$ cat src/rtl/watch_time_core.sv
// watch_time_core
// Timekeeping core for the watch display path. Divides the system clock down
// to a 10 ms tick, runs a cascaded centisecond/second/minute/hour counter, and
// offers a button-driven adjust mode that steps one field at a time.
//
// Ports:
//   clk              system clock, rising edge
//   rst              asynchronous active-low reset
//   btn_mode         pulse: toggle RUN / ADJUST
//   btn_sel          pulse: cycle adjusted field sec -> min -> hour -> sec
//   btn_up/btn_down  pulses: step selected field (both together = no change)
//   msec/sec/min/hour  registered time fields
//   adjust_digit_sel one-hot highlight {sec,min,hour,0}, zero in RUN
//   adjusting        high in any ADJUST state
module watch_time_core #(
  parameter int CLK_FREQ  = 100_000_000,
  parameter int TICK_HZ   = 100,
  parameter int INIT_HOUR = 12
) (
  input  logic       clk,
  input  logic       rst,
  input  logic       btn_mode,
  input  logic       btn_sel,
  input  logic       btn_up,
  input  logic       btn_down,
  output logic [6:0] msec,
  output logic [5:0] sec,
  output logic [5:0] min,
  output logic [4:0] hour,
  output logic [3:0] adjust_digit_sel,
  output logic       adjusting
);

  localparam int DIV = CLK_FREQ / TICK_HZ;
  localparam int PW  = (DIV > 1) ? $clog2(DIV) : 1;
  localparam logic [PW-1:0] PRESC_LAST = PW'(DIV - 1);

  typedef enum logic [1:0] {
    ST_RUN      = 2'd0,
    ST_ADJ_SEC  = 2'd1,
    ST_ADJ_MIN  = 2'd2,
    ST_ADJ_HOUR = 2'd3
  } state_e;

  state_e          state_q, state_d;
  logic [PW-1:0]   presc_q, presc_d;
  logic [6:0]      msec_q, msec_d;
  logic [5:0]      sec_q, sec_d;
  logic [5:0]      min_q, min_d;
  logic [4:0]      hour_q, hour_d;
  logic [3:0]      sel_q, sel_d;
  logic            adjusting_q, adjusting_d;
  logic            tick_s;
  logic            step_en_s;

  // Modulo step of one field; never produces a carry out of the field.
  function automatic logic [5:0] step_wrap(input logic [5:0] val,
                                           input logic       up,
                                           input logic [5:0] last);
    logic [5:0] res;
    if (up) begin
      if (val == last) res = 6'd0;
      else             res = val + 6'd1;
    end else begin
      if (val == 6'd0) res = last;
      else             res = val - 6'd1;
    end
    return res;
  endfunction

  // The prescaler only runs in RUN, so the tick is qualified by state.
  assign tick_s    = (state_q == ST_RUN) && (presc_q == PRESC_LAST);
  // Opposing up/down pulses cancel.
  assign step_en_s = btn_up ^ btn_down;

  // Next-state, counter cascade and adjust stepping.
  always_comb begin
    state_d     = state_q;
    presc_d     = presc_q;
    msec_d      = msec_q;
    sec_d       = sec_q;
    min_d       = min_q;
    hour_d      = hour_q;
    sel_d       = 4'b0000;
    adjusting_d = 1'b0;

    if (state_q == ST_RUN) begin
      // Time keeps advancing on the edge that also sees btn_mode.
      if (tick_s) begin
        presc_d = '0;
        if (msec_q == 7'd99) begin
          msec_d = 7'd0;
          if (sec_q == 6'd59) begin
            sec_d = 6'd0;
            if (min_q == 6'd59) begin
              min_d = 6'd0;
              if (hour_q == 5'd23) hour_d = 5'd0;
              else                 hour_d = hour_q + 5'd1;
            end else begin
              min_d = min_q + 6'd1;
            end
          end else begin
            sec_d = sec_q + 6'd1;
          end
        end else begin
          msec_d = msec_q + 7'd1;
        end
      end else begin
        presc_d = presc_q + PW'(1);
      end
      if (btn_mode) state_d = ST_ADJ_SEC;
      else          state_d = ST_RUN;
    end else begin
      if (btn_mode) begin
        // Restart the sub-second phase so the first tick is a full DIV away.
        state_d = ST_RUN;
        presc_d = '0;
        msec_d  = 7'd0;
      end else if (btn_sel) begin
        case (state_q)
          ST_ADJ_SEC: state_d = ST_ADJ_MIN;
          ST_ADJ_MIN: state_d = ST_ADJ_HOUR;
          default:    state_d = ST_ADJ_SEC;
        endcase
      end else if (step_en_s) begin
        case (state_q)
          ST_ADJ_SEC:  sec_d  = step_wrap(sec_q, btn_up, 6'd59);
          ST_ADJ_MIN:  min_d  = step_wrap(min_q, btn_up, 6'd59);
          ST_ADJ_HOUR: hour_d = 5'(step_wrap({1'b0, hour_q}, btn_up, 6'd23));
          default:     state_d = ST_RUN;
        endcase
      end else begin
        state_d = state_q;
      end
    end

    // Highlight is decoded from the next state so it lines up with the fields.
    case (state_d)
      ST_ADJ_SEC:  begin sel_d = 4'b1000; adjusting_d = 1'b1; end
      ST_ADJ_MIN:  begin sel_d = 4'b0100; adjusting_d = 1'b1; end
      ST_ADJ_HOUR: begin sel_d = 4'b0010; adjusting_d = 1'b1; end
      default:     begin sel_d = 4'b0000; adjusting_d = 1'b0; end
    endcase
  end

  // State and output registers with asynchronous reset.
  always_ff @(posedge clk or negedge rst) begin
    if (!rst) begin
      state_q     <= ST_RUN;
      presc_q     <= '0;
      msec_q      <= 7'd0;
      sec_q       <= 6'd0;
      min_q       <= 6'd0;
      hour_q      <= 5'(INIT_HOUR);
      sel_q       <= 4'b0000;
      adjusting_q <= 1'b0;
    end else begin
      state_q     <= state_d;
      presc_q     <= presc_d;
      msec_q      <= msec_d;
      sec_q       <= sec_d;
      min_q       <= min_d;
      hour_q      <= hour_d;
      sel_q       <= sel_d;
      adjusting_q <= adjusting_d;
    end
  end

  assign msec             = msec_q;
  assign sec              = sec_q;
  assign min              = min_q;
  assign hour             = hour_q;
  assign adjust_digit_sel = sel_q;
  assign adjusting        = adjusting_q;

endmodule
$ cat config.mk
export PLATFORM = sky130hd
export DESIGN_NAME = watch_time_core
export DESIGN_NICKNAME = d
export VERILOG_FILES = /design/src/rtl/watch_time_core.sv
export SDC_FILE = /design/constraint.sdc
export NUM_CORES = 1
export LEC_CHECK = 0
export CORE_MARGIN = 8
export CORE_UTILIZATION = 50
export CTS_CLUSTER_DIAMETER = 60
export DETAILED_ROUTE_END_ITERATION = 8
export GPL_TIMING_DRIVEN = 0
export PLACE_DENSITY_LB_ADDON = 0.3
export SETUP_SLACK_MARGIN = 0.3
export SLEW_MARGIN = 40
export SYNTH_ARGS = -nofsm -noshare
export SYNTH_HDL_FRONTEND = slang
export SYNTH_SLANG_ARGS = --single-unit
$ cat constraint.sdc
create_clock -name clk -period 1.97 [get_ports clk]
set_input_delay 0.394 -clock clk [delete_from_list [all_inputs] [get_ports clk]]
set_output_delay 0.394 -clock clk [all_outputs]
set_load 0.03 [all_outputs]
**Word level (Yosys, flattened, before mapping)**

Index checks and enable logic that the tools add are counted.

- Equality and inequality tests: 17
- Add/sub/neg operators: 9
- Bitwise gates (word level): 1
- Muxes and demuxes: 50
- Reductions and logical operators: 16

Operators with widths:

| cell | count |
|---|---|
| two-way mux 6 bit | 21 |
| two-way mux 5 bit | 13 |
| two-way mux 20 bit | 3 |
| two-way mux 7 bit | 4 |
| adder 20 x 1 -> 20 bit (second input constant) | 1 |
| equality test 20 bit (second input constant) | 1 |
| adder 6 x 1 -> 6 bit (second input constant) | 2 |
| equality test 6 bit (second input constant) | 2 |
| logical NOT 6 bit | 2 |
| case mux 4 bit (3 select lines) | 1 |
| subtractor 6 x 1 -> 6 bit (second input constant) | 2 |
| adder 5 x 1 -> 5 bit (second input constant) | 2 |
| two-way mux 2 bit | 5 |
| != test 2 x 1 -> 1 bit (second input constant) | 5 |
| nonzero test 2 bit | 5 |
| equality test 2 bit (second input constant) | 4 |
| AND reduction 8 bit | 1 |
| adder 7 x 1 -> 7 bit (second input constant) | 1 |
| equality test 7 bit (second input constant) | 1 |
| AND reduction 7 bit | 1 |
| AND reduction 6 bit | 1 |
| OR reduction 3 bit | 2 |
| equality test 5 bit (second input constant) | 1 |
| logical NOT 5 bit | 1 |
| 9 further kinds | 11 |

- Logic and storage cells: 101
- Output and inout port bits: 29
- Input port bits: 6
- Flip-flop bits (word level): 51

**Depth between registers and ports, before layout**

Gate-level depths: netlist (run 1).

- Depth in word-level cells: 10
- Mapped depth: 9
- Gate-level depth less buffers: 7

**Worst setup path before layout (run 1)**

No wires, ideal clock.

- Path kind: reg-to-reg
- Start: reg msec_q[3] (netlist: msec[3])
- End: reg sec_q[5] (netlist: sec[5])
- Required time: 1.845 ns
- Slack: -0.152 ns
- Library setup time: 0.125 ns
- Arrival time: 1.997 ns
- Path buffers: 0
- Clock period less this slack: 2.122 ns
- Stages on the path, launching flop included: 6
- Cells stage by stage: dfrtp_1 > or4b_1 > nor2_1 > a22oi_1 > nor2_2 > mux2_2

- Longest elaborated chain between the ends: 3

Ends and longest elaborated chain:

| item | line | text |
|---|---|---|
| start: declaration | 47 | `logic [6:0] msec_q, msec_d;` |
| start signal: assignment | 160 | `msec_q <= msec_d;` |
| equality test 7 bit | 91 | `if (msec_q == 7'd99) begin` |
| != test 2 x 1 -> 1 bit (no line) | n/a |  |
| AND reduction 6 bit (no line) | n/a |  |
| end signal: assignment | 152 | `sec_q <= 6'd0;` |
| end signal: assignment | 161 | `sec_q <= sec_d;` |
| end: declaration | 48 | `logic [5:0] sec_q, sec_d;` |

Every way passes these cells.
A chain may end at the register's enable or synchronous reset.

**Final worst setup path (run 1)**

- Start: reg presc_q[2]
- End: reg presc_q[11]

- Longest elaborated chain between the ends: 4
- Elaborated cells between the ends (all ways): 5
- Classes of those cells: 1 x add/sub; 1 x eq/ne; 2 x mux; 1 x reduce/logical

Ends and longest elaborated chain:

| item | line | text |
|---|---|---|
| start: declaration | 46 | `logic [PW-1:0] presc_q, presc_d;` |
| start signal: assignment | 159 | `presc_q <= presc_d;` |
| branches (longest 2 deep; another with adder 20 x 1 -> 20 bit) | n/a |  |
| two-way mux 20 bit * | 89 | `if (tick_s) begin` |
| two-way mux 20 bit * | 87 | `if (state_q == ST_RUN) begin` |

Mark *: on every way between the ends.

==> flow_metrics.env, run 1 <==
export IMPL_worstPathRequired_ns=2.21
export IMPL_placed_cells=496
export IMPL_clkTransAtPathRegs_ns=0.10
export IMPL_yosysWarnings=0
export IMPL_synthCells=385
export IMPL_hpwl_um=6019
export IMPL_clock_sinks=50
export IMPL_die_area_um2=9373
export IMPL_n_antenna_cell=0
export IMPL_status="finished with violations"
export IMPL_ant_nets=0
export IMPL_maxSlewHeadroom=0.4665
export IMPL_critPathLaunchType="flop"
export IMPL_rsz0062_at_grt="true"
export IMPL_worst_pin_slew_ns=0.7942
export IMPL_route_vias_total=3406
export IMPL_io_pins=35
export IMPL_crit_start="presc_q[2]"
export IMPL_hold_ws_ns=0.4422
export IMPL_nNetsFinal=484
export IMPL_antenna_found_initial=0
export IMPL_wire_per_inst_um=18.75
export IMPL_track_usage=0.1977
export IMPL_yosysSeqAreaShare=0.3839
export IMPL_synth_edf_count=0
export IMPL_worstPathMaxFanout=6
export IMPL_hp_class="primary input to async pin"
export IMPL_layout_drive_gt1_share=0.3226
export IMPL_wl_um=10160
export IMPL_finClkSkew_ns=0.009167
export IMPL_via_per_inst=6.284
export IMPL_syn_area_per_cell_um2=8.482
export IMPL_peakVddDrop_v=0.0006152
export IMPL_initial_core_util=0.5143
export IMPL_drc=0
export IMPL_cts_made_buffers=5
export IMPL_fin_setup_tns_ns=-2.295
export IMPL_portBuffers=33
export IMPL_cts_path_max_buffers=2
export IMPL_fmax_ghz=0.4635
export IMPL_drt_first_iter_violations=241
export IMPL_cts_root_buf="clkbuf_8"
export IMPL_synth_top_area_share=0.3678
export IMPL_setup_viol=34
export IMPL_die_y_um=96.82
export IMPL_power_density_nw_per_um2=853.1
export IMPL_path_class="flop to flop"
export IMPL_period_needed_ns=2.157
export IMPL_maxSlewViolCount=0
export IMPL_power_leakage_nw=1.972
export IMPL_grt_max_degree=41
export IMPL_first_pass_iters=5
export IMPL_grt_ovfl_total=0
export IMPL_r2r_start="presc_q[2]"
export IMPL_rows=29
export IMPL_synthArstFlopShare=1.000
export IMPL_timing_final_crit_share=1.095
export IMPL_yosysTopAreaCell="dfrtp_1"
export IMPL_synth_top_cells_by_count="48 x dfrtp_1, 45 x nand2_1, 24 x nand3_1, 23 x nor2_1"
export IMPL_design_area_um2=4642
export IMPL_yosysUniqueCellTypes=61
export IMPL_grt_pass1_wl_um=15770
export IMPL_clock_latency_ns=0.31
export IMPL_final_cells=542
export IMPL_yosys_cell_count_top_type="dfrtp_1"
export IMPL_htreeDepth=2
export IMPL_placedInstanceArea_um2=3807
export IMPL_cp_end_kind="flop"
export IMPL_arrival_ns=2.40
export IMPL_synth_area_um2=3266
export IMPL_worst_slack_ns=-0.1874
export IMPL_core_um2=6350
export IMPL_gp_congestion=0.9012
export IMPL_layout_area_overhead_vs_synth_pct=42.15
export IMPL_grt_pass1_vias=3193
export IMPL_die_w_um=96.82
export IMPL_violations="setup timing"
export IMPL_netlist_top_cells_area="dfrtp_1 37%, ha_1 5.4%, nand2_1 5.2%, a31oi_1 4.2%, nand3_1 3.7%"
export IMPL_synth_ff_type="dfrtp_1"
export IMPL_synthesis_nets=405
export IMPL_cts_tree="yes"
export IMPL_hold_viol=0
export IMPL_ys_ff_latch=50
export IMPL_max_cap_violations=0
## cells in the final DEF, fill, tap and decap left out, types with 11 or more instances in the layout
cell type and instances:
dfrtp_1 42, nand2_1 39, buf_4 24, nor2_1 20, dlygate4sd2_1 20, nand3_1 19, a31oi_1 18, buf_6 16
inv_1 15, o21ai_0 13, ha_1 11
## worst paths after layout
kind / to / slack, ns / cells past startpoint
setup / recovery: presc_q[11] / -0.19 / 5
hold / removal: sec[4] / 0.44 / 2
setup reg to reg: presc_q[11] / -0.19 / 5
hold reg to reg: msec[5] / 0.53 / 1
max in group asynchronous: msec[3] / 1.07 / 3
min in group clk: msec[5] / 0.53 / 1
## layout make-up
| class | instances | area (µm²) |
|---|---|---|
| multi-input combinational | 299 | 2236 |
| fill | 436 | 1708 |
| clock inverter | 3 | 43.79 |
| inverter | 18 | 67.56 |
| sequential | 50 | 1261 |
| timing repair buffer | 72 | 678.2 |
| buffer | 18 | 190.2 |
| tap | 77 | 96.34 |
| clock buffer | 5 | 68.82 |
## critical path, stage by stage (launching register included)
cell and delay (ns):
dfrtp_1 0.47, nand4_1 0.22, nor3_1 0.67, nand3_1 0.28
or3_1 0.38, o21ai_2 0.07
## where the power goes
| part | internal [W] | switching [W] | leakage [nW] |
|---|---|---|---|
| sequential | 0.00118 | 0.000215 | 0.664 |
| combinational | 0.000817 | 0.000993 | 1.25 |
| clock | 0.000381 | 0.000375 | 0.0585 |
## per-stage QoR
stage	power [W]	utilization	setup slack, ns
finish	0.003960	0.7310	-0.1874
floorplan	0.002307	-	-0.05500
global placement	0.002682	0.5968	-1.194
global route	0.004180	0.7310	-0.3079
CTS	0.003702	0.6812	-0.1301
detailed placement	0.002724	0.5996	-0.5720
## layer usage
layer	part of all wire	routed length, µm	vias to the layer above	track usage
met5	0	0	-	0
met4	0.025	250	0	0.07574
met3	0.074	752	30	0.03841
met2	0.51	5147	166	0.3292
met1	0.39	4014	1621	0.2455
li1	-	-	1589	-
## timing repair
action | 4_1_cts | 5_1_grt
endpoints found under the hold margin | 8 | 0
pin swaps | 21 | 18
gates cloned | 3 | 0
gates resized for setup | 81 | 77
buffers inserted | 26 | 8
endpoints found under the setup margin | 78 | 53
hold buffers | 1 | 0
## registers in the layout (all words and copies together), names as in the netlist
| signal | count |
|---|---|
| sec | 6 |
| msec | 7 |
| hour | 5 |
| adjusting | 1 |
| state_q | 2 |
| adjust_digit_sel | 3 |
| min | 6 |
| presc_q | 20 |
## cell families after synthesis
group,count (synthesis),share of synthesized area
DFF,50,0.3839
other,1,0.001148
xor gates and xnor gates,8,0.02146
and+or+nand+nor,157,0.2490
adders and majority gates,14,0.05364
AOI/OAI and AO/OA,115,0.2345
buffers and inverters,36,0.04368
muxes,4,0.01264
No activity file was read; power rests on OpenSTA's default activity.
==> run 2, diff against run 1 <==
--- a/config.mk
+++ b/config.mk
@@ -6,10 +6,10 @@
 export NUM_CORES = 1
 export LEC_CHECK = 0
 export CORE_MARGIN = 8
-export CORE_UTILIZATION = 50
+export CORE_UTILIZATION = 51
 export CTS_CLUSTER_DIAMETER = 60
 export DETAILED_ROUTE_END_ITERATION = 8
-export GPL_TIMING_DRIVEN = 0
+export GPL_TIMING_DRIVEN = 1
 export PLACE_DENSITY_LB_ADDON = 0.3
 export SETUP_SLACK_MARGIN = 0.3
 export SLEW_MARGIN = 40
==> run 2 against run 1 <==
  * The flow still finishes with violations (setup timing)
  * Final area rose by 3.2%
  * Sequential share of layout area fell by 0.85 points
  * Via count rose by 4.9%
  * Register-to-register slack improved by 0.06 ns
  * Critical path depth rose by 1
  * Clock power fell by 15%
  * Sequential power fell by 6%
  * Cell count rose by 5.4%
  * Sequential cell count did not move
  * Clock skew rose by 0.0050 ns
  * Non-clock buffer count rose by 29
  * Largest cell class unchanged
==> flow_metrics.env, run 2 (synthesized netlist as in run 1, its figures left out) <==
export IMPL_gp_congestion=0.8742
export IMPL_fin_total_pwr_w=0.003897
export IMPL_layout_drive_gt1_share=0.3623
export IMPL_grt_pass1_wl_um=15980
export IMPL_die_area_um2=9220
export IMPL_p_clk_frac=0.164
export IMPL_wl_um=10390
export IMPL_cp_end_kind="flop"
export IMPL_clock_latency_ns=0.32
export IMPL_largest_reg_flops=20
export IMPL_core_um2=6277
export IMPL_p_comb_frac=0.499
export IMPL_n_antenna_cell=0
export IMPL_track_usage=0.2147
export IMPL_worstPathRequired_ns=2.22
export IMPL_drt_first_iter_violations=232
export IMPL_path_class="flop to flop"
export IMPL_design_area_um2=4792
export IMPL_timing_final_crit_share=1.066
export IMPL_hpwl_um=6648
export IMPL_worst_pin_slew_ns=0.4905
export IMPL_violations="setup timing"
export IMPL_arrival_ns=2.35
export IMPL_seqPwrFrac=0.337
export IMPL_fmax_ghz=0.4760
export IMPL_clkTransAtPathRegs_ns=0.11
export IMPL_drc=0
export IMPL_cts_tree="yes"
export IMPL_rsz0062_at_grt="true"
export IMPL_hp_class="primary input to async pin"
export IMPL_critPathLaunchType="flop"
export IMPL_swShare=0.4059
export IMPL_layout_cells_most_common="buf_4"
export IMPL_antenna_found_initial=0
export IMPL_period_needed_ns=2.101
export IMPL_worst_slack_ns=-0.1307
export IMPL_final_cell_mix="64 x buf_4, 42 x dfrtp_1, 38 x nand2_1"
export IMPL_first_pass_iters=5
export IMPL_portBuffers=33
export IMPL_power_leakage_nw=2.109
export IMPL_cts_path_max_buffers=2
export IMPL_max_cap_violations=0
export IMPL_route_vias_total=3573
export IMPL_seq_area_um2=1261
export IMPL_htreeDepth=2
export IMPL_die_w_um=96.02
export IMPL_place_ws_ns=-0.2130
export IMPL_nNetsFinal=513
export IMPL_maxSlewViolCount=0
export IMPL_wire_per_inst_um=18.20
export IMPL_grt_ovfl_total=0
export IMPL_num_fill_cells=405
export IMPL_grt_max_degree=25
export IMPL_fin_util=0.7634
export IMPL_fin_setup_tns_ns=-0.4502
export IMPL_cts_made_buffers=5
export IMPL_via_per_inst=6.257
export IMPL_maxSlewHeadroom=0.6705
export IMPL_worstPathMaxFanout=4
export IMPL_peakVddDrop_v=0.0006167
export IMPL_initial_core_util=0.5202
export IMPL_hold_viol=0
export IMPL_cts_root_buf="clkbuf_8"
export IMPL_setup_viol=11
export IMPL_placedInstanceArea_um2=4224
export IMPL_switching_power_w=0.001582
export IMPL_ant_nets=0
export IMPL_rows=29
export IMPL_multi_input_area_um2=2232
export IMPL_layout_area_overhead_vs_synth_pct=46.74
export IMPL_p_int_w=0.002315
export IMPL_power_density_nw_per_um2=813.2
export IMPL_finClkSkew_ns=0.01417
export IMPL_status="finished with violations"
export IMPL_die_y_um=96.02
export IMPL_clock_sinks=50
export IMPL_grt_pass1_vias=3483
export IMPL_largest_register="presc_q"
export IMPL_io_pins=35
-- run 2: final timing paths --
path	start	end	slack [ns]	depth (start not counted)
max in group asynchronous	rst	msec[2]	0.89	3
min in group clk	msec[0]	msec[0]	0.55	1
setup reg to reg	presc_q[0]	msec[5]	-0.13	6
hold reg to reg	msec[0]	msec[0]	0.55	1
setup / recovery	presc_q[0]	msec[5]	-0.13	6
hold / removal	rst	hour[0]	0.51	2
-- run 2: timing repair --
| action | CTS | global route |
|---|---|---|
| endpoints found under the setup margin | 70 | 49 |
| cloned | 1 | 0 |
| setup buffers | 5 | 10 |
| pin swaps | 26 | 19 |
| hold endpoints to repair | 8 | 0 |
| hold buffers | 1 | 0 |
| gates resized for setup | 85 | 46 |
-- run 2: layout make-up --
| class | count | area share |
|---|---|---|
| clock buffers | 5 | 0.01436 |
| clock inverters | 3 | 0.004961 |
| multi-input cells | 299 | 0.4658 |
| repair buffers | 119 | 0.2175 |
| well taps | 77 | 0.02010 |
| flip-flops and latches | 50 | 0.2632 |
| inverters | 18 | 0.01410 |
-- run 2: routing by layer --
| metal | part of all wire | track usage | up-vias |
|---|---|---|---|
| li1 | - | - | 1643 |
| met1 | 0.40 | 0.2494 | 1748 |
| met2 | 0.52 | 0.3876 | 145 |
| met3 | 0.058 | 0.03354 | 37 |
| met4 | 0.027 | 0.07810 | 0 |
| met5 | 0 | 0 | - |
-- run 2: worst max-delay path, cell delays in order (launching register included) --
cell	delay, ns
dfrtp_1	0.37
ha_2	0.18
and4_4	0.22
nor3b_4	0.18
or4b_4	0.52
or4_1	0.42
o21ai_1	0.15
-- run 2: power by group through the flow --
stage / clock, W / sequential [W] / combinational [W]
CTS: 0.000652 / 0.00130 / 0.00173
global route: 0.000684 / 0.00133 / 0.00210
finish: 0.000641 / 0.00131 / 0.00194
global placement: 0 / 0.00131 / 0.00161
floorplan: 0 / 0.00149 / 0.000819
detailed placement: 0 / 0.00131 / 0.00166
-- run 2: stage by stage --
stage	hold WS, ns	std cells
final	0.5117	571
after global routing	0.5249	571
after CTS	0.5196	561
after detailed placement	0.3333	546
after global placement	0.3322	546
after floorplan	0.09841	385
